## config.mk

```make
export PLATFORM = sky130hd
export DESIGN_NAME = fetch_ctrl
export DESIGN_NICKNAME = d
export VERILOG_FILES = /design/src/rtl/fetch_pkg.sv /design/src/rtl/fetch_ctrl_sat_counter.sv /design/src/rtl/fetch_ctrl.sv
export SDC_FILE = /design/constraint.sdc
export NUM_CORES = 1
export LEC_CHECK = 0
export CORE_UTILIZATION = 25
export CTS_BUF_LIST = sky130_fd_sc_hd__clkbuf_4 sky130_fd_sc_hd__clkbuf_8 sky130_fd_sc_hd__clkbuf_16
export DETAILED_ROUTE_END_ITERATION = 7
export PLACE_DENSITY = 0.48
export REMOVE_ABC_BUFFERS = 1
export SLEW_MARGIN = 20
export SYNTH_ARGS = -nofsm -noshare
export SYNTH_HDL_FRONTEND = slang
export SYNTH_SLANG_ARGS = --single-unit
```

## constraint.sdc

```tcl
create_clock -name clk -period 3.6 [get_ports clk]
set_clock_uncertainty 0.1 [all_clocks]
set_input_delay 0.36 -clock clk [delete_from_list [all_inputs] [get_ports clk]]
set_output_delay 0.36 -clock clk [all_outputs]
set_load 0.02 [all_outputs]
```

## src/rtl/fetch_pkg.sv

```systemverilog
// Shared types and encodings for the instruction-fetch sequencing controller.
package fetch_pkg;

    typedef enum logic [1:0] {
        BOOT  = 2'b00,
        RUN   = 2'b01,
        STALL = 2'b10,
        HALT  = 2'b11
    } state_t;

    localparam logic [1:0] PCSEL_SEQ  = 2'b00;
    localparam logic [1:0] PCSEL_BR   = 2'b01;
    localparam logic [1:0] PCSEL_JIMM = 2'b10;
    localparam logic [1:0] PCSEL_JREG = 2'b11;

    localparam logic [1:0] JMP_NONE = 2'b00;
    localparam logic [1:0] JMP_IMM  = 2'b01;
    localparam logic [1:0] JMP_REG  = 2'b10;

endpackage

```

## src/rtl/fetch_ctrl_sat_counter.sv

```systemverilog
// W-bit event counter that sticks at all-ones instead of wrapping.
module sat_counter #(
    parameter int W = 16
) (
    input  logic         clk,
    input  logic         rst,
    input  logic         inc,
    output logic [W-1:0] count
);

    // Count events, holding at the maximum value.
    always_ff @(posedge clk) begin
        if (!rst) begin
            count <= '0;
        end else if (inc && (count != {W{1'b1}})) begin
            count <= count + W'(1);
        end else begin
            count <= count;
        end
    end

endmodule

```

## src/rtl/fetch_ctrl.sv

```systemverilog
// Fetch-stage sequencer: boot window, stall/redirect control, sticky halt.
// Optional statistics counters are built when FETCH_STATS_EN is defined.
module fetch_ctrl
    import fetch_pkg::*;
#(
    parameter int BOOT_CYCLES = 2,
    parameter int CNT_W       = 16
) (
    input  logic             clk,
    input  logic             rst,
    input  logic             branch_taken,
    input  logic [1:0]       jmp,
    input  logic             load_use,
    input  logic             halt,
    output logic [1:0]       pc_sel,
    output logic             pc_write,
    output logic             ifid_write,
    output logic             ifid_flush,
`ifdef FETCH_STATS_EN
    output logic [CNT_W-1:0] stall_cnt,
    output logic [CNT_W-1:0] flush_cnt,
`endif
    output logic [1:0]       state_o
);

    localparam logic [3:0] BOOT_LAST = 4'(BOOT_CYCLES - 1);

    state_t     state_r;
    state_t     next_state_s;
    logic [3:0] boot_cnt_r;

    assign state_o = state_r;

    // Mealy outputs and next state; RUN and STALL share one priority chain.
    always_comb begin
        pc_sel       = PCSEL_SEQ;
        pc_write     = 1'b0;
        ifid_write   = 1'b1;
        ifid_flush   = 1'b1;
        next_state_s = state_r;
        case (state_r)
            BOOT: begin
                if (boot_cnt_r == BOOT_LAST) begin
                    next_state_s = RUN;
                end else begin
                    next_state_s = BOOT;
                end
            end
            RUN, STALL: begin
                if (halt) begin
                    next_state_s = HALT;
                end else if (load_use) begin
                    // Redirects are dropped here and reappear once the stall clears.
                    ifid_write   = 1'b0;
                    ifid_flush   = 1'b0;
                    next_state_s = STALL;
                end else begin
                    pc_write     = 1'b1;
                    next_state_s = RUN;
                    if (jmp == JMP_REG) begin
                        pc_sel = PCSEL_JREG;
                    end else if (jmp == JMP_IMM) begin
                        pc_sel = PCSEL_JIMM;
                    end else if (branch_taken) begin
                        pc_sel = PCSEL_BR;
                    end else begin
                        ifid_flush = 1'b0;
                    end
                end
            end
            HALT: begin
                ifid_write   = 1'b0;
                next_state_s = HALT;
            end
            default: begin
                next_state_s = BOOT;
            end
        endcase
    end

    // State register and boot-window counter.
    always_ff @(posedge clk) begin
        if (!rst) begin
            state_r    <= BOOT;
            boot_cnt_r <= 4'd0;
        end else begin
            state_r <= next_state_s;
            if (state_r == BOOT) begin
                boot_cnt_r <= boot_cnt_r + 4'd1;
            end else begin
                boot_cnt_r <= boot_cnt_r;
            end
        end
    end

`ifdef FETCH_STATS_EN
    logic active_s;
    logic stall_inc_s;
    logic flush_inc_s;

    assign active_s    = (state_r == RUN) || (state_r == STALL);
    assign stall_inc_s = active_s && !pc_write;
    assign flush_inc_s = active_s && pc_write && ifid_flush;

    sat_counter #(.W(CNT_W)) u_stall_cnt (
        .clk   (clk),
        .rst   (rst),
        .inc   (stall_inc_s),
        .count (stall_cnt)
    );

    sat_counter #(.W(CNT_W)) u_flush_cnt (
        .clk   (clk),
        .rst   (rst),
        .inc   (flush_inc_s),
        .count (flush_cnt)
    );
`endif

endmodule

```

==> summary.md, run 1 <==
| Metric | Value |
|---|---|
| Status | completed |
| Hold Path Depth | 1 |
| CTS tree | done |
| Routed vias | 340 |
| Vias in the first global route | 278 |
| Share of layout cells above drive strength 1 | 7.94% |
| Slew headroom | 85.2% |
| Final nets | 79 |
| Initial antenna violation count | 0 |
| GR Util met2 | 10.9% |
| Starting Density | 26.7% |
| Gr usage total | 9.11% |
| Placed cell count | 76 |
| PortBufs | 13 |
| Die W | 42.1 um |
| Worst-skew pair later-pin latency | 0.24 ns |
| Syn_area_per_cell | 8.57 sq um |
| Tightest Pin Transition | 0.221 ns |
| Global route hottest layer | met1 |
| Maximum vdd ir drop | 179 uV |
| GRT overflow | 0 |
| Die ar. | 1780 sq um |
| Power Density | 485 nW/um^2 |
| Area leader, netlist | dfxtp_1 |
| Met1 GRT Util | 11.9% |
| Core ar. | 1510 sq um |
| Gate Count Post-Synth | 47 |
| Diodes inserted | 0 |
| TritonRoute pass-1 iters | 4 |
| Final setup violation count | 0 |
| Synth top area cells | dfxtp_1, ha_1, inv_1, and2_1, nand2b_1 |
| Reg2reg start | state_o[0]$_SDFF_PN0_ |
| Post-synth cell types | 18 |
| CTS max path bufs | 2 |
| Critical path data required time | 3.14 ns |
| Largest net degree at the start of global routing | 7 |
| Crit path max-delay cell type | clkdlybuf4s50_1 |
| Setup CP Type | flip-flop to output pin |
| Cell Rows | 14 |
| Fmax | 409 MHz |
| Max-slew violations | 0 |
| Hold-fix buffers, CTS | 0 |
| Final Wtd Congestion | 0.691 |
| Routed WL | 678 um |
| Worst hold path class | flip-flop to flip-flop |
| Cell with the most instances after synthesis | inv_1 |
| CP top delay family | buffers and inverters |
| Hold Path End | boot_cnt_r[1]$_SDFFE_PN0N_ |
| Post-DR wirelength/cell | 8.58 um |
| CP startpoint kind | flip-flop |
| R2r worst-path depth | 5 |
| Min cycle time layout | 2.44 ns |
| Synth warn | 0 |
| Vias/cell | 4.30 |
| Number of flops mapped to enable cells by yosys | 0 |
| Setup Fix Bufs, Post-CTS | 0 |
| R2R Setup Slk | 2.33 ns |
| Post-Layout Cell Count | 79 |
| First-pass GRT wire length | 1.16 mm |
| Met3 GRT Util | 6.90% |
| Worst EP arrival | 1.98 ns |
| CP Capture Type | output pin |
| RSZ-0062 raised after global routing | no |
| Root Driver | clkbuf_4 |
| CTS sink count | 6 |
| Seq/Total Area, Yosys | 29.8% |
| Total power | 0.279 mW |
| Remaining DRCs | 0 |
| Post-route ant nets | 0 |
| Final Hold Viols | 0 |
| Clock transition at path regs | 0.05 ns |
| CTS Buf Count | 3 |
| #FFs+latches synth | 6 |
| Final period util | 67.9% |
| Layout area overhead | 42.9% |
| Top-area cell type share of the netlist area | 29.8% |
| Crit path max fanout | 4 |
| Top FF cell, synth | dfxtp_1 |
| H-Tree Depth | 1 |
| PostCTS Resize Cnt | 0 |
| Max stage delay on crit path | 0.60 ns |
| Setup TNS | 0 ns |
| Hold Crit Start | boot_cnt_r[1]$_SDFFE_PN0N_ |
| Die Ht | 42.1 um |
| Crit path buf inv count | 2 |
| Synth cell count leaders | inv_1, ha_1, dfxtp_1 |
| Leak | 0.265 nW |
| Mapped Area | 403 sq um |
| I/O pin cnt | 14 |
| Detailed placement HPWL | 540 um |
| Max cap viols | 0 |
| R2R Path End | boot_cnt_r[3]$_SDFFE_PN0N_ |
| DR iter-0 viols | 4 |
| Crit-path cells | inv_1, ha_1, nor2b_1, nand2b_1, nor2_1, clkdlybuf4s50_1 |
| Async set-reset flop share out of synthesis | 0% |
-- metal layers --
layer	up-vias	part of all wire [%]
li1	186	-
met1	138	50
met2	14	37
met3	2	11
met4	0	1.2
met5	-	0
-- report_power, final --
group,internal [mW],switching (mW)
registers,0.0835,0.0183
clock network,0.0377,0.0244
logic,0.0615,0.0537
total,0.183,0.0964
-- sequential cells by signal, indices dropped and copies added (netlist names) --
| register | count |
|---|---|
| state_o | 2 |
| boot_cnt_r | 4 |
-- per-stage QoR --
step	hold WS [ns]	cell area [sq um]	util, %	setup WS (ns)
final	0.456	576	38.2	1.16
after global routing	0.473	576	38.2	0.967
after CTS	0.460	576	38.2	1.11
after detailed placement	0.448	553	36.7	1.27
after global placement	0.448	553	36.7	1.26
after floorplan	0.382	403	-	1.74
-- worst max path at each step --
stage / startpoint / endpoint / slack, ns / cells after the start
floorplan: state_o[0]$_SDFF_PN0_ / pc_sel[0] / 1.74 / 5
global placement: jmp[0] / pc_sel[1] / 1.26 / 5
detailed placement: jmp[0] / pc_sel[1] / 1.27 / 5
CTS: state_o[0]$_SDFF_PN0_ / pc_sel[0] / 1.11 / 6
global route: state_o[0]$_SDFF_PN0_ / pc_sel[1] / 0.97 / 6
finish: state_o[0]$_SDFF_PN0_ / pc_sel[0] / 1.16 / 6
-- cells by family (layout without fill, tap and decap cells) --
kind of cell | Yosys count | after routing | share of synthesized area, %
buf+inv | 8 | 24 | 7.45
xor+xnor | 3 | 3 | 6.52
fa+ha+maj | 7 | 7 | 21.7
flops | 6 | 6 | 29.8
compound gates | 7 | 7 | 10.6
mux | 1 | 1 | 2.79
simple gates | 15 | 15 | 21.1
-- cell type report --
class	instances	area, sq um
fillers	154	931
repair buffers	13	130
inverters	8	30.0
well taps	16	20.0
clock buffers	3	22.5
flip-flops and latches	6	120
multi-input cells	33	253
-- placed cells by master (no fill, tap or decap), drive strengths merged, types with 2 or more instances in the layout --
master,netlist,layout
clkdlybuf4s50,0,13
inv,8,8
ha,7,7
dfxtp,6,6
nand2b,3,3
a21oi,3,3
nor2,3,3
and2,3,3
clkbuf,0,3
o21ai,2,2
nand2,2,2
xnor2,2,2
(Power assumes the default switching activity.)
==> inputs of run 2 (changes only) <==
==> constraint.sdc (replaced) <==
create_clock -name clk -period 2.4 [get_ports clk]
set_clock_uncertainty 0.1 [all_clocks]
set_input_delay 0.24 -clock clk [delete_from_list [all_inputs] [get_ports clk]]
set_output_delay 0.24 -clock clk [all_outputs]
set_load 0.02 [all_outputs]
==> summary.md, run 2 (synthesis results as in run 1) <==
| Metric | Value |
|---|---|
| Switching pwr | 0.146 mW (+51%) |
| Detailed placement HPWL | 531 um (-1.6%) |
| Clock power share | 22.5% (+0.2 points) |
| Post-route ant nets | 0 (unchanged) |
| Worst-skew pair later-pin latency | 0.24 ns (about the same) |
| Largest register by flop count | boot_cnt_r |
| Vias in the first global route | 283 (+1.8%) |
| H-Tree Depth | 1 (unchanged) |
| Placed cell count | 76 (unchanged) |
| Setup CP Type | flip-flop to output pin |
| Routed vias | 342 (+0.59%) |
| Vias/cell | 4.33 (+0.59%) |
| Worst hold path class | flip-flop to flip-flop |
| DR iter-0 viols | 8 (+4) |
| R2R Path End | boot_cnt_r[3]$_SDFFE_PN0N_ |
| R2R Setup Slk | 1.12 ns (-1.21 ns) |
| Post-Layout Cell Count | 79 (unchanged) |
| Final instance area | 583 sq um (+1.3%) |
| Gr usage total | 9.03% (-0.081 points) |
| Die ar. | 1780 sq um (unchanged) |
| Layout area overhead | 44.7% |
| Reg2reg start | state_o[0]$_SDFF_PN0_ |
| Critical path startpoint | state_o[0]$_SDFF_PN0_ |
| Commonest non-fill, non-tap cell in the layout | clkdlybuf4s50_1 |
| Diodes inserted | 0 (unchanged) |
| Logic pwr share | 41.0% (-0.3 points) |
| Share of layout cells above drive strength 1 | 7.94% (unchanged) |
| DP Area | 553 sq um (unchanged) |
| Final Hold Viols | 0 (unchanged) |
| Crit path max fanout | 4 (unchanged) |
| Max stage delay on crit path | 0.53 ns (-0.07 ns) |
| CTS tree | done |
| Maximum vdd ir drop | 290 uV (+62%) |
| CP top delay family | buffers and inverters |
| Crit-path cells | inv_1, ha_1, mux2_2, clkdlybuf4s50_1 |
| Int Power | 0.273 mW (+50%) |
| Slew headroom | 84.4% (-0.84 points) |
| Tightest Pin Transition | 0.234 ns (+0.0129 ns) |
| Cell Rows | 14 (unchanged) |
| CTS Buf Count | 3 (unchanged) |
| PortBufs | 13 (unchanged) |
| Final nets | 79 (unchanged) |
| First-pass GRT wire length | 1.15 mm (-1.2%) |
| Crit path buf inv count | 2 (unchanged) |
| Root Driver | clkbuf_4 |
| Final Wtd Congestion | 0.691 (about the same) |
| Total stage count of the critical path | 4 (-2) |
| Starting Density | 26.7% (unchanged) |
| Core ar. | 1510 sq um (unchanged) |
| Routed WL | 704 um (+3.8%) |
| Setup TNS | 0 ns (unchanged) |
| Seq pwr share | 36.5% (about the same) |
| RSZ-0062 raised after global routing | no |
| Max-slew violations | 0 (unchanged) |
| Critical path data required time | 2.06 ns (-1.08 ns) |
| CTS sink count | 6 (unchanged) |
| Initial antenna violation count | 0 (unchanged) |
| Final setup violation count | 0 (unchanged) |
| R2r worst-path depth | 5 (unchanged) |
| CP startpoint kind | flip-flop |
| Largest net degree at the start of global routing | 7 (unchanged) |
| TritonRoute pass-1 iters | 6 (+2) |
| GRT overflow | 0 (unchanged) |
| Final period util | 92.1% |
| Total power | 0.419 mW (+50%) |
| Status | completed |
| Worst EP arrival | 1.87 ns (-0.11 ns) |
| CP endpoint | ifid_write |
| Post-DR wirelength/cell | 8.91 um (+3.8%) |
| Die Ht | 42.1 um (unchanged) |
| Remaining DRCs | 0 (unchanged) |
| CTS max path bufs | 2 (unchanged) |
| Crit path max-delay cell type | clkdlybuf4s50_1 |
| Fmax | 453 MHz |
| Final hold slack | 0.456 ns (+0.000365 ns) |
| Max cap viols | 0 (unchanged) |
| CP Capture Type | output pin |
| I/O pin cnt | 14 (unchanged) |
| Hold-fix buffers, CTS | 0 (unchanged) |
| Clock transition at path regs | 0.05 ns (about the same) |
| Min cycle time layout | 2.21 ns |
| Leak | 0.320 nW (+21%) |
| Switching fraction of total power | 34.8% (+0.28 points) |
| Max reg flops | 4 (unchanged) |
| Most frequent cells in the layout | clkdlybuf4s50_1, inv_1, ha_1, dfxtp_1 |
| Power Density | 719 nW/um^2 (+48%) |
| Die W | 42.1 um (unchanged) |
[run 2: changes by cell type in the layout (fill, tap and decap cells not counted)]
cell             before  now
dlymetal6s2s_1        0    3
clkdlybuf4s50_1      13   10
[run 2: area by class of cell]
type                            instances  area, sq um
Multi-Input combinational cell         33          253
Tap cell                               16         20.0
Inverter                                8         30.0
Timing Repair Buffer                   13          138
Sequential cell                         6          120
Clock buffer                            3         22.5
Fill cell                             150          923
[run 2: worst min-delay path by stage]
stage | cells after the start | endpoint | startpoint
floorplan | 1 | boot_cnt_r[0]$_SDFFE_PN0N_ | rst
global placement | 1 | boot_cnt_r[1]$_SDFFE_PN0N_ | boot_cnt_r[1]$_SDFFE_PN0N_
detailed placement | 1 | boot_cnt_r[1]$_SDFFE_PN0N_ | boot_cnt_r[1]$_SDFFE_PN0N_
CTS | 1 | boot_cnt_r[1]$_SDFFE_PN0N_ | boot_cnt_r[1]$_SDFFE_PN0N_
global route | 3 | state_o[0]$_SDFF_PN0_ | boot_cnt_r[3]$_SDFFE_PN0N_
finish | 1 | boot_cnt_r[1]$_SDFFE_PN0N_ | boot_cnt_r[1]$_SDFFE_PN0N_
[run 2: power by group through the flow]
stage                     Combinational (mW)  Sequential (mW)  Clock (mW)
after floorplan                        0.112            0.157           0
after global placement                 0.175            0.155           0
after detailed placement               0.174            0.155           0
after CTS                              0.175            0.153      0.0977
after global routing                   0.194            0.158       0.107
final                                  0.172            0.153      0.0943
[run 2: what timing repair did]
action | 4_1_cts | 5_1_grt
endpoints found under the setup margin | 0 | 3
setup buffers | 0 | 0
resized for setup | 0 | 3
[run 2: routing by layer]
metal  global-route usage, %  part of all wire, %
met3                    9.48                   13
met2                    11.6                   40
met4                       0                    0
met5                       0                    0
met1                    11.1                   48
[run 2: metrics by stage]
step | setup WS, ns | utilization (%)
2_1_floorplan | 0.659 | -
3_3_place_gp | 0.293 | 36.7
3_5_place_dp | 0.308 | 36.7
4_1_cts | 0.0373 | 38.2
5_1_grt | 0.0505 | 38.7
6_report | 0.190 | 38.7
